$ cat src/rtl/uart_cmd_ctrl.sv
`timescale 1ns/1ps
// UART command controller: decodes 'W' ADDR DATA / 'R' ADDR frames into register strobes and one response byte.
// Strobes 1 cycle after the last frame byte; the response waits in SEND while tx_busy is high, extra rx bytes are dropped.
module uart_cmd_ctrl #(
    parameter int unsigned TIMEOUT_CYCLES = 100000,
    parameter logic [7:0]  ACK_BYTE       = 8'h06,
    parameter logic [7:0]  NAK_BYTE       = 8'h15
) (
    input  logic       clk,
    input  logic       rst,
    input  logic [7:0] rx_byte,
    input  logic       rx_valid,
    output logic [7:0] reg_addr,
    output logic [7:0] reg_wdata,
    output logic       reg_wr_en,
    output logic       reg_rd_en,
    input  logic [7:0] reg_rdata,
    input  logic       reg_rd_valid,
    output logic [7:0] tx_data,
    output logic       tx_start,
    input  logic       tx_busy,
    output logic       err_timeout,
    output logic       err_overrun
);
    localparam int unsigned   CW       = (TIMEOUT_CYCLES > 2) ? $clog2(TIMEOUT_CYCLES) : 1;
    localparam logic [CW-1:0] TO_LAST  = CW'(TIMEOUT_CYCLES - 1);
    localparam logic [7:0]    OP_WRITE = 8'h57;
    localparam logic [7:0]    OP_READ  = 8'h52;

    typedef enum logic [2:0] {IDLE, GET_ADDR, GET_DATA, WRITE, READ, WAIT_RD, SEND} state_t;

    state_t        state;
    logic          wr_flag;
    logic [7:0]    resp;
    logic [CW-1:0] to_cnt;
    logic          to_hit;
    logic [CW-1:0] to_cnt_inc;

    assign to_hit     = (to_cnt == TO_LAST);
    assign to_cnt_inc = (to_cnt == '1) ? to_cnt : to_cnt + 1'b1;

    always_ff @(posedge clk or posedge rst) begin
        if (rst) begin
            state       <= IDLE;
            wr_flag     <= 1'b0;
            resp        <= 8'h00;
            to_cnt      <= '0;
            reg_addr    <= 8'h00;
            reg_wdata   <= 8'h00;
            tx_data     <= 8'h00;
            reg_wr_en   <= 1'b0;
            reg_rd_en   <= 1'b0;
            tx_start    <= 1'b0;
            err_timeout <= 1'b0;
            err_overrun <= 1'b0;
        end else begin
            reg_wr_en   <= 1'b0;
            reg_rd_en   <= 1'b0;
            tx_start    <= 1'b0;
            err_timeout <= 1'b0;
            err_overrun <= 1'b0;
            case (state)
                IDLE: begin
                    if (rx_valid) begin
                        to_cnt <= '0;
                        if (rx_byte == OP_WRITE || rx_byte == OP_READ) begin
                            wr_flag <= (rx_byte == OP_WRITE);
                            state   <= GET_ADDR;
                        end else begin
                            resp  <= NAK_BYTE;
                            state <= SEND;
                        end
                    end
                end
                // A byte arriving on the expiry cycle loses to the timeout and is silently dropped.
                GET_ADDR, GET_DATA: begin
                    if (to_hit) begin
                        err_timeout <= 1'b1;
                        state       <= IDLE;
                    end else if (rx_valid) begin
                        to_cnt <= '0;
                        if (state == GET_ADDR) begin
                            reg_addr <= rx_byte;
                            if (wr_flag) begin
                                state <= GET_DATA;
                            end else begin
                                reg_rd_en <= 1'b1;
                                state     <= READ;
                            end
                        end else begin
                            reg_wdata <= rx_byte;
                            reg_wr_en <= 1'b1;
                            state     <= WRITE;
                        end
                    end else begin
                        to_cnt <= to_cnt_inc;
                    end
                end
                WRITE: begin
                    err_overrun <= rx_valid;
                    resp        <= ACK_BYTE;
                    state       <= SEND;
                end
                READ: begin
                    err_overrun <= rx_valid;
                    to_cnt      <= '0;
                    state       <= WAIT_RD;
                end
                WAIT_RD: begin
                    if (to_hit) begin
                        err_timeout <= 1'b1;
                        resp        <= NAK_BYTE;
                        state       <= SEND;
                    end else begin
                        err_overrun <= rx_valid;
                        if (reg_rd_valid) begin
                            resp  <= reg_rdata;
                            state <= SEND;
                        end else begin
                            to_cnt <= to_cnt_inc;
                        end
                    end
                end
                SEND: begin
                    err_overrun <= rx_valid;
                    if (!tx_busy) begin
                        tx_start <= 1'b1;
                        tx_data  <= resp;
                        state    <= IDLE;
                    end
                end
                default: state <= IDLE;
            endcase
        end
    end
endmodule
$ cat config.mk
export PLATFORM = sky130hd
export DESIGN_NAME = uart_cmd_ctrl
export DESIGN_NICKNAME = d
export VERILOG_FILES = /design/src/rtl/uart_cmd_ctrl.sv
export SDC_FILE = /design/constraint.sdc
export NUM_CORES = 1
export LEC_CHECK = 0
export CAP_MARGIN = 0
export CORE_AREA = 2 2 111 59
export CTS_CLUSTER_DIAMETER = 150
export DETAILED_ROUTE_END_ITERATION = 8
export DIE_AREA = 0 0 113 61
export GPL_TIMING_DRIVEN = 1
export PLACE_DENSITY = 0.78
export SETUP_SLACK_MARGIN = 0.1
export SLEW_MARGIN = 20
export SYNTH_ARGS = -nofsm -noshare
export SYNTH_HDL_FRONTEND = slang
export SYNTH_SLANG_ARGS = --single-unit
$ cat constraint.sdc
create_clock -name clk -period 3.2 [get_ports clk]
set_input_delay 0.8 -clock clk [delete_from_list [all_inputs] [get_ports clk]]
set_output_delay 0.8 -clock clk [all_outputs]
set_load 0.005 [all_outputs]
==> summary.md <==
| Metric | Value |
|---|---|
| FMAX | `0.380 GHz` |
| Detail-routed via count per cell | `6.21` |
| Die height | `61 µm` |
| Worst hold path startpoint | `resp[0]` |
| Fin Setup TNS | `0 ns` |
| Tot GR Track Use | `0.251` |
| Leakage | `1.63 nW` |
| Area leader, netlist | `dfrtp_1` |
| Clk_lat worst skew | `0.33 ns` |
| First-pass GRT wire length | `12800 µm` |
| Layout Utilization | `0.669` |
| Initial antenna violation count | `0` |
| Root Buffer | `clkbuf_16` |
| Fin Clk Skew | `0.00618 ns` |
| Number of synthesized register bits | `58` |
| Synth area leaders | `dfrtp_1 (47%), mux2_4 (7.8%), nand2_1 (3.5%), o21ai_0 (2.9%), mux2_2 (2.9%)` |
| Slew margin rel. | `0.522` |
| Crit Reg-Reg Endpoint | `to_cnt[7]` |
| VDD IR max | `0.000598 V` |
| Die ar. | `0.00689 mm²` |
| Fraction of layout cells with a size suffix above 1 | `0.191` |
| Internal reg-to-reg setup slack | `0.64 ns` |
| Clk sinks | `58` |
| Cell count after synthesis | `285` |
| Largest net degree at the start of global routing | `31` |
| CTS tree | `built` |
| Most frequent cells in the layout | `dfrtp_1 (58), clkdlybuf4s50_1 (49), nand2_1 (29), o21ai_0 (18), a21oi_1 (17)` |
| Area of the core | `0.00591 mm²` |
| Hold Path Depth | `2` |
| Io pins | `50` |
| CTS Buf Count | `9` |
| Non-Filler Instances | `422` |
| Wirelength, routed | `7860 µm` |
| Mapped Nets | `307` |
| CP Class | `input pin to flop` |
| Number of placement rows | `20` |
| Initial core utilization | `0.519` |
| Die X | `113 µm` |
| Outcome | `complete, but fails checks` |
| Worst setup SP type | `input pin` |
| Warning count from the yosys run | `0` |
| Bufs on Longest Clock Path | `2` |
| Commonest non-fill, non-tap cell in the layout | `dfrtp_1` |
| DR DRC count | `3` |
| Failing checks | `DRC` |
| Post-route setup slack | `0.569 ns` |
| Congestion Overflow GR | `0` |
| Number of flops mapped to enable cells by yosys | `0` |
| Routed Antenna Nets | `0` |
| Required @ worst endpoint | `3.45 ns` |
| Sequential fraction of the synthesis area | `0.473` |
| Clock transition at path regs | `0.05 ns` |
| Slew @ Worst Pin | `0.717 ns` |
| Detailed placement HPWL | `5620 µm` |
| Setup violators final | `0` |
| Port Buffers | `49` |
| Area of placed instances | `0.00364 mm²` |
| Nets | `362` |
| H-tree Lvls | `3` |
| Worst setup EP type | `flop` |
| Final hold vios | `0` |
| Worst-path fanout max | `17` |
| Worst min path class | `flop to flop` |
| Synth-to-Final Area Change | `28.8%` |
| Hold buffers post-CTS | `0` |
| Routability Congestion | `1.01` |
| Final-report max-slew violation count | `0` |
| Unique masters post-synth | `59` |
| DR WL/cell | `18.6 µm` |
| Cells on worst reg2reg path | `6` |
| End of the worst hold path | `resp[0]` |
| Fin crit share | `0.822` |
| Synthesized area | `0.00307 mm²` |
| Postcts setup bufs | `0` |
| Cts repair resizes | `0` |
| Place WS | `0.250 ns` |
| Fin crit period | `2.63 ns` |
| CP Data Arrival Time | `2.88 ns` |
| Inst Count DP | `406` |
| Worst r2r src | `state[2]` |
| Final Cell Area | `0.00395 mm²` |
| Avg Inst Size Synth | `10.8 µm²` |
| Via count | `2621` |
| Power per standard cell area | `892 mW/mm²` |
| Iteration-0 DRC Markers | `334` |
| MaxCap Viol Count | `0` |
| Vias in the first global route | `2381` |
| Post-synth top area share | `0.473` |
| Ys flop type | `dfrtp_1` |
| RSZ-0062 raised after global routing | `false` |
| Antenna fix cells | `0` |
| First drt pass iteration count | `7` |
| Asr flop ratio synth | `1.00` |
power breakdown:
part	leakage (nW)	total [mW]	internal, mW	switching, mW
clock	0.151	0.966	0.639	0.327
sequential	0.754	1.18	0.968	0.214
combinational	0.725	1.38	0.742	0.634
stage by stage:
stage	power (mW)	hold WS, ns
floorplan	2.00	0.444
detailed placement	2.53	0.466
global placement	2.50	0.464
finish	3.52	0.476
global route	3.71	0.517
CTS	3.52	0.478
worst max-delay path, stage by stage:
cell and delay, ns:
clkdlybuf4s50_1 0.49, a21o_1 0.22, a221o_1 0.31, a21o_1 0.19, buf_4 0.19, or4_1 0.51
a21oi_1 0.16
how the worst max path moves through the flow:
stage,start,endpoint,cells after the start
CTS,rx_valid,resp[7],8
global placement,reg_rd_valid,to_cnt[7],7
floorplan,reg_rd_valid,to_cnt[5],6
global route,rx_valid,resp[4],7
detailed placement,reg_rd_valid,to_cnt[7],7
finish,reg_rd_valid,to_cnt[7],7
routing by layer:
metal | track usage | wire (µm)
met4 | 0.0749 | 149
met5 | 0 | 0
met1 | 0.377 | 3870
met3 | 0.0959 | 779
met2 | 0.334 | 3050
cells in the mapped netlist (2+ instances only):
| library cell | count |
|---|---|
| or4_1 | 8 |
| and2_1 | 2 |
| a31oi_1 | 3 |
| o41ai_1 | 3 |
| or4b_2 | 2 |
| clkbuf_1 | 5 |
| or2_2 | 2 |
| nor2_1 | 16 |
| nand2_1 | 29 |
| mux2_2 | 8 |
| o21ai_0 | 18 |
| nor2b_1 | 5 |
| nand3_1 | 8 |
| inv_1 | 5 |
| or4_4 | 2 |
| o31ai_1 | 8 |
| nand4_1 | 7 |
| o22ai_1 | 2 |
| nand4b_1 | 2 |
| nand2b_1 | 2 |
| mux2_4 | 16 |
| buf_2 | 3 |
| a22oi_1 | 2 |
| or3_1 | 5 |
| a21o_1 | 4 |
| dfrtp_1 | 58 |
| a21oi_2 | 2 |
| buf_6 | 3 |
| buf_4 | 2 |
| nor3_1 | 5 |
| mux2i_1 | 2 |
| a21oi_1 | 17 |
| xnor2_1 | 2 |
| nor2_8 | 2 |
cell families after synthesis:
logic type      count (synthesis)  share of synthesized area
compound gates                 72                      0.156
xor+xnor                        2                    0.00571
fa+ha+maj                       1                    0.00408
buf+inv                        18                     0.0330
flops                          58                      0.473
mux                            26                      0.114
simple gates                  108                      0.213
layout make-up:
cell class	count	area, µm²
clock buffer	11	253
clock inverter	5	52.6
fill	447	1960
inverter	5	18.8
multi-input combinational	209	1510
sequential	58	1450
tap	77	96.3
timing repair buffer	57	563
state kept, by name (all words and copies together) (netlist names):
| register | cells |
|---|---|
| to_cnt | 17 |
| reg_addr | 8 |
| reg_wdata | 8 |
| resp | 8 |
| tx_data | 8 |
| state | 3 |
| err_overrun | 1 |
| err_timeout | 1 |
| reg_rd_en | 1 |
| reg_wr_en | 1 |
| tx_start | 1 |
| wr_flag | 1 |
Note: power is estimated with default switching activity, not from simulation.
